## config.mk

```make
export PLATFORM = sky130hd
export DESIGN_NAME = gerenciador_de_ataque_fsm
export DESIGN_NICKNAME = d
export VERILOG_FILES = /design/src/rtl/gerenciador_de_ataque_fsm.sv
export SDC_FILE = /design/constraint.sdc
export NUM_CORES = 1
export LEC_CHECK = 0
export BUFFER_PORTS_ARGS = -buffer_cell sky130_fd_sc_hd__buf_2
export CORE_UTILIZATION = 55
export CTS_BUF_LIST = sky130_fd_sc_hd__clkbuf_16
export DETAILED_ROUTE_END_ITERATION = 8
export PLACE_DENSITY_LB_ADDON = 0.15
export SLEW_MARGIN = 20
export SYNTH_ARGS = -nofsm -noshare
export SYNTH_HDL_FRONTEND = slang
export SYNTH_SLANG_ARGS = --single-unit
```

## constraint.sdc

```tcl
create_clock -name clock -period 8.5 [get_ports clock]
set_input_delay 0.85 -clock clock [delete_from_list [all_inputs] [get_ports clock]]
set_output_delay 0.85 -clock clock [all_outputs]
set_load 0.005 [all_outputs]
```

## src/rtl/gerenciador_de_ataque_fsm.sv

```systemverilog
// -----------------------------------------------------------------------------
// gerenciador_de_ataque_fsm
//
// Attack manager for the naval-battle game. It takes a target coordinate from
// the entry front end, evaluates it against the ship map in a one-cycle
// evaluation state, and keeps track of the hit matrix, every cell fired on,
// remaining lives and the count of valid shots. It also raises the win and
// defeat flags.
//
// Ports:
//   clock        in   system clock, all state on the rising edge
//   reset        in   asynchronous active-high reset
//   enable       in   game active; low returns the game to IDLE
//   confirmar    in   fire request (level); fires once per rising edge
//   coordColuna  in   target column   [LW-1:0]
//   coordLinha   in   target row      [LW-1:0]
//   mapa         in   ship map, bit index = col*LINHAS+row, 1 = ship
//   matriz       out  ship cells hit so far (same indexing as mapa)
//   tentado      out  every cell already fired on
//   LED_R        out  last shot missed
//   LED_G        out  last shot hit
//   LED_B        out  last shot repeated or out of range
//   vida         out  remaining lives   [VW-1:0]
//   tiros        out  valid shot count, saturating   [TW-1:0]
//   fim_vitoria  out  every ship cell has been hit
//   fim_derrota  out  no lives left
// -----------------------------------------------------------------------------
module gerenciador_de_ataque_fsm #(
    parameter int LINHAS  = 7,
    parameter int COLUNAS = 5,
    parameter int VIDAS   = 3,
    parameter int LW      = 3,
    parameter int VW      = 3,
    parameter int TW      = 6
) (
    input  logic                        clock,
    input  logic                        reset,
    input  logic                        enable,
    input  logic                        confirmar,
    input  logic [LW-1:0]               coordColuna,
    input  logic [LW-1:0]               coordLinha,
    input  logic [LINHAS*COLUNAS-1:0]   mapa,
    output logic [LINHAS*COLUNAS-1:0]   matriz,
    output logic [LINHAS*COLUNAS-1:0]   tentado,
    output logic                        LED_R,
    output logic                        LED_G,
    output logic                        LED_B,
    output logic [VW-1:0]               vida,
    output logic [TW-1:0]               tiros,
    output logic                        fim_vitoria,
    output logic                        fim_derrota
);

    localparam int N = LINHAS * COLUNAS;
    localparam logic [N-1:0] ONE_CELL = {{(N-1){1'b0}}, 1'b1};

    typedef enum logic [2:0] {
        IDLE,
        JOGANDO,
        AVALIA,
        VITORIA,
        DERROTA
    } estado_t;

    estado_t         r_estado, w_estado_next;
    logic            r_conf_q;
    logic [LW-1:0]   r_col, r_lin, w_col_next, w_lin_next;
    logic [N-1:0]    r_matriz, r_tentado, w_matriz_next, w_tentado_next;
    logic            r_led_r, r_led_g, r_led_b;
    logic            w_led_r_next, w_led_g_next, w_led_b_next;
    logic [VW-1:0]   r_vida, w_vida_next;
    logic [TW-1:0]   r_tiros, w_tiros_next, w_tiros_inc;
    logic            r_fim_v, r_fim_d, w_fim_v_next, w_fim_d_next;

    logic            w_disparo;
    int              w_idx;
    logic [N-1:0]    w_mask;
    logic            w_fora, w_repetido, w_acerto;

    // Rising edge of the fire request: holding confirmar high fires only once.
    assign w_disparo = confirmar & ~r_conf_q;

    // Target cell decode from the captured coordinate. When out of range the
    // mask may be garbage, but it is never used in that case.
    assign w_idx      = int'(r_col) * LINHAS + int'(r_lin);
    assign w_mask     = ONE_CELL << w_idx;
    assign w_fora     = (int'(r_col) >= COLUNAS) || (int'(r_lin) >= LINHAS);
    assign w_repetido = |(r_tentado & w_mask);
    assign w_acerto   = |(mapa & w_mask);

    assign w_tiros_inc = (r_tiros == '1) ? r_tiros : r_tiros + TW'(1);

    // NOTE: every signal gets its hold value first so no path leaves a
    // combinational output unassigned (which would infer a latch).
    always_comb begin
        w_estado_next  = r_estado;
        w_col_next     = r_col;
        w_lin_next     = r_lin;
        w_matriz_next  = r_matriz;
        w_tentado_next = r_tentado;
        w_led_r_next   = r_led_r;
        w_led_g_next   = r_led_g;
        w_led_b_next   = r_led_b;
        w_vida_next    = r_vida;
        w_tiros_next   = r_tiros;
        w_fim_v_next   = r_fim_v;
        w_fim_d_next   = r_fim_d;

        if (!enable || r_estado == IDLE) begin
            // IDLE holds the reset values; dropping enable anywhere (even
            // mid-evaluation) discards everything, including a pending shot.
            w_estado_next  = enable ? JOGANDO : IDLE;
            w_matriz_next  = '0;
            w_tentado_next = '0;
            w_led_r_next   = 1'b0;
            w_led_g_next   = 1'b0;
            w_led_b_next   = 1'b0;
            w_vida_next    = VW'(VIDAS);
            w_tiros_next   = '0;
            w_fim_v_next   = 1'b0;
            w_fim_d_next   = 1'b0;
        end else begin
            case (r_estado)
                JOGANDO: begin
                    if (w_disparo) begin
                        w_col_next    = coordColuna;
                        w_lin_next    = coordLinha;
                        w_estado_next = AVALIA;
                    end
                end

                AVALIA: begin
                    w_estado_next = JOGANDO;
                    w_led_r_next  = 1'b0;
                    w_led_g_next  = 1'b0;
                    w_led_b_next  = 1'b0;
                    if (w_fora || w_repetido) begin
                        w_led_b_next = 1'b1;
                    end else if (w_acerto) begin
                        w_matriz_next  = r_matriz | w_mask;
                        w_tentado_next = r_tentado | w_mask;
                        w_led_g_next   = 1'b1;
                        w_tiros_next   = w_tiros_inc;
                        // Win check only follows a hit, so an empty map never wins.
                        if ((w_matriz_next & mapa) == mapa) begin
                            w_estado_next = VITORIA;
                            w_fim_v_next  = 1'b1;
                        end
                    end else begin
                        w_tentado_next = r_tentado | w_mask;
                        w_led_r_next   = 1'b1;
                        w_tiros_next   = w_tiros_inc;
                        if (r_vida != '0) begin
                            w_vida_next = r_vida - VW'(1);
                        end
                        if (w_vida_next == '0) begin
                            w_estado_next = DERROTA;
                            w_fim_d_next  = 1'b1;
                        end
                    end
                end

                // Terminal states: everything frozen until enable drops.
                VITORIA, DERROTA: ;

                default: w_estado_next = IDLE;
            endcase
        end
    end

    // NOTE: sequential state uses non-blocking assignments so every register
    // samples pre-edge values, independent of block ordering.
    always_ff @(posedge clock or posedge reset) begin
        if (reset) begin
            r_estado <= IDLE;
        end else begin
            r_estado <= w_estado_next;
        end
    end

    always_ff @(posedge clock or posedge reset) begin
        if (reset) begin
            r_conf_q  <= 1'b0;
            r_col     <= '0;
            r_lin     <= '0;
            r_matriz  <= '0;
            r_tentado <= '0;
            r_led_r   <= 1'b0;
            r_led_g   <= 1'b0;
            r_led_b   <= 1'b0;
            r_vida    <= VW'(VIDAS);
            r_tiros   <= '0;
            r_fim_v   <= 1'b0;
            r_fim_d   <= 1'b0;
        end else begin
            r_conf_q  <= confirmar;
            r_col     <= w_col_next;
            r_lin     <= w_lin_next;
            r_matriz  <= w_matriz_next;
            r_tentado <= w_tentado_next;
            r_led_r   <= w_led_r_next;
            r_led_g   <= w_led_g_next;
            r_led_b   <= w_led_b_next;
            r_vida    <= w_vida_next;
            r_tiros   <= w_tiros_next;
            r_fim_v   <= w_fim_v_next;
            r_fim_d   <= w_fim_d_next;
        end
    end

    assign matriz      = r_matriz;
    assign tentado     = r_tentado;
    assign LED_R       = r_led_r;
    assign LED_G       = r_led_g;
    assign LED_B       = r_led_b;
    assign vida        = r_vida;
    assign tiros       = r_tiros;
    assign fim_vitoria = r_fim_v;
    assign fim_derrota = r_fim_d;

endmodule

```

==> flow_summary.ini <==
[layout]
fin_nets = 808
fillerInstances = 854
antenna_cells = 0
multiInputGateArea_um2 = 3150
regArea_um2 = 2350
syn_to_final_growth_pct = 18.0
drive_gt1_share_pct = 24.6
fin_util_pct = 68.1

[placement]
gp_congestion = 0.907
dp_hpwl_um = 13600
portBuffers = 128
place_ws_ps = 3450

[clock_network]
cts-root-buf = clkbuf_16
cts_sinks = 94
clockBufferDepth = 2
cts_buffers = 9
cts_resized = 0
cts.htree.levels = 3
post-cts-setup-buffer-count = 0
cts_tree = yes
path_clk_slew_ps = 70
clk_latency_ps = 350
hold_buffers = 0

[critical_path]
critPathCaptureType = register
crit_type = register to register
critPathArrivalTime_ps = 5500
critPathLaunchType = register
crit_path_max_fanout = 16
r2r_slack_ps = 3280
worstPathRequired_ps = 8790

[sta]
setup_ws_ps = 3280
fin_setup_tns_ps = 0
max_slew.worst_pin.slew_ps = 878
slew_violations = 0
hold_slack_ps = 497
fin_crit_sh_pct = 61.4
setup_violations = 0
rsz0062_at_grt = no
maxSlewHeadroom_pct = 41.5
hold_viol = 0
min_period_ps = 5220
fin_worst_skew_ps = 9.62
fmax_ghz = 0.192

[synth]
yosysSeqAreaShare_pct = 41.2
synth_seq_cells = 94
post_synth_instance_area_um2 = 5720
syn_inst = 632
synth-main-ff-cell = dfrtp_1
synth_edf_count = 0
yosys.area.top_type_share_pct = 40.3
async_reset_ff_share_pct = 100
synth_fp_nets = 696
synth_area_leaders = dfrtp_1, nor2_1, a21oi_1
yosysTopAreaCell = dfrtp_1
synth.distinct_cells = 69
synth-warning-count = 0
synth.avg_cell_area_um2 = 9.05

[floorplanning]
core_area_um2 = 9910
num_io_pins = 129
fp.dieArea_um2 = 10800
die_y_um = 104
row_count = 36
initial_core_util_pct = 57.7
die_x_um = 104

[routing]
drt_first_pass_iters = 6
ant_nets = 0
num_vias = 5646
drtIter0Drc = 625
remaining_drc_errors = 0
vias_per_cell = 6.40
routed_wl_um = 18700
wl_per_cell_um = 21.1

[hold_path]
min_path_type = input port to async pin

[flow_run]
maxCapViolCount = 0

[status]
status = complete, no violations

[global_route]
grt_max_degree = 69
grtUsageTotal_pct = 35.2
grt_overflow = 0
antenna_found_initial = 0
grt_pass1_wl_um = 29500
grt_pass1_vias = 5349

[power_and_ir_drop]
cellLeakagePower_nw = 3.26
irDropWorstVdd_mv = 0.267
power-per-cell-area_nw_per_um2 = 346
## per-stage QoR
step,power [W],instances,cell area [um^2]
2_1_floorplan,0.00150,632,5720
3_3_place_gp,0.00187,866,6450
3_5_place_dp,0.00188,866,6450
4_1_cts,0.00230,882,6750
5_1_grt,0.00244,882,6750
6_report,0.00233,882,6750
## Yosys cell counts (all sizes together), types with 7 or more instances
library cell and instances:
a211oi 7, a21oi 43, a22o 23, a31oi 9, and3 7, buf 18
clkbuf 19, dfrtp 92, ha 15, inv 17, mux2 13, mux2i 13
nand2 56, nand2b 17, nand3 18, nand3b 7, nor2 80, nor2b 21
nor3 14, o21ai 38, o22ai 8
## critical path, cell delays in order, from the launching register on
cell       delay [ps]
dfrtp_1           460
fa_1              580
fa_1              460
fa_1              510
xor2_2            710
and2_0            410
nand2_1           230
a2111oi_0         550
o2111ai_1         350
nor4_1            400
nand4_1           330
nand2_1           160
## layout make-up
class                   instances  area share, %
clock buffers                   9           3.34
multi-input cells             484           46.6
flip-flops and latches         94           34.9
clock inverters                 7           1.08
well taps                     133           2.47
inverters                      17          0.965
repair buffers                138           10.6
## state kept, by name, indices dropped and copies added, names as in the netlist
register	cells
LED_G	1
matriz	35
tentado	35
fim_derrota	1
LED_R	1
r_conf_q	1
vida	3
tiros	6
r_lin	3
r_col	3
r_estado	3
LED_B	1
fim_vitoria	1
## cells in the final DEF, fill, tap and decap left out, types with 9 or more instances in the layout
master	n
nand3_1	18
mux2_2	13
nor2_1	80
buf_4	10
mux2i_1	12
a31oi_1	9
a22o_1	23
inv_1	16
ha_1	15
o21ai_1	10
nor2b_1	21
clkbuf_16	9
o21ai_0	27
nand2b_1	17
nand2_1	55
nor3_1	13
buf_2	128
dfrtp_1	92
a21oi_1	42
## report_power, final
| part | total [W] | switching, W | leakage, nW | internal [W] |
|---|---|---|---|---|
| clock | 0.000418 | 0.000188 | 0.149 | 0.000230 |
| sequential | 0.000492 | 0.0000244 | 1.29 | 0.000467 |
| combinational | 0.00142 | 0.00102 | 1.82 | 0.000410 |
## path summary, 6_finish.rpt
| kind | startpoint | end | cells past startpoint |
|---|---|---|---|
| max | r_col[0] | fim_vitoria | 11 |
| min in group clock | fim_vitoria | fim_vitoria | 2 |
| min | reset | r_lin[0] | 2 |
| max in group asynchronous | reset | matriz[27] | 3 |
| min reg2reg | fim_vitoria | fim_vitoria | 2 |
| max reg2reg | r_col[0] | fim_vitoria | 11 |
## routing by layer
| metal | GRT usage, % | vias to the layer above | share of wire, % |
|---|---|---|---|
| li1 | - | 2527 | - |
| met1 | 48.6 | 2728 | 41 |
| met2 | 55.2 | 346 | 47 |
| met3 | 6.08 | 45 | 9.4 |
| met4 | 13.8 | 0 | 3.2 |
| met5 | 0 | - | 0 |
## cells by family (layout without fill, tap and decap cells)
family | Yosys count | count (layout) | share of synthesized area (%)
and+or+nand+nor | 255 | 255 | 22.9
AOI/OAI and AO/OA | 180 | 180 | 21.3
xor gates and xnor gates | 3 | 3 | 0.591
muxes | 27 | 27 | 5.23
adders and majority gates | 19 | 19 | 4.68
buffers and inverters | 54 | 171 | 4.11
DFF | 94 | 94 | 41.2
(Power assumes the default switching activity.)
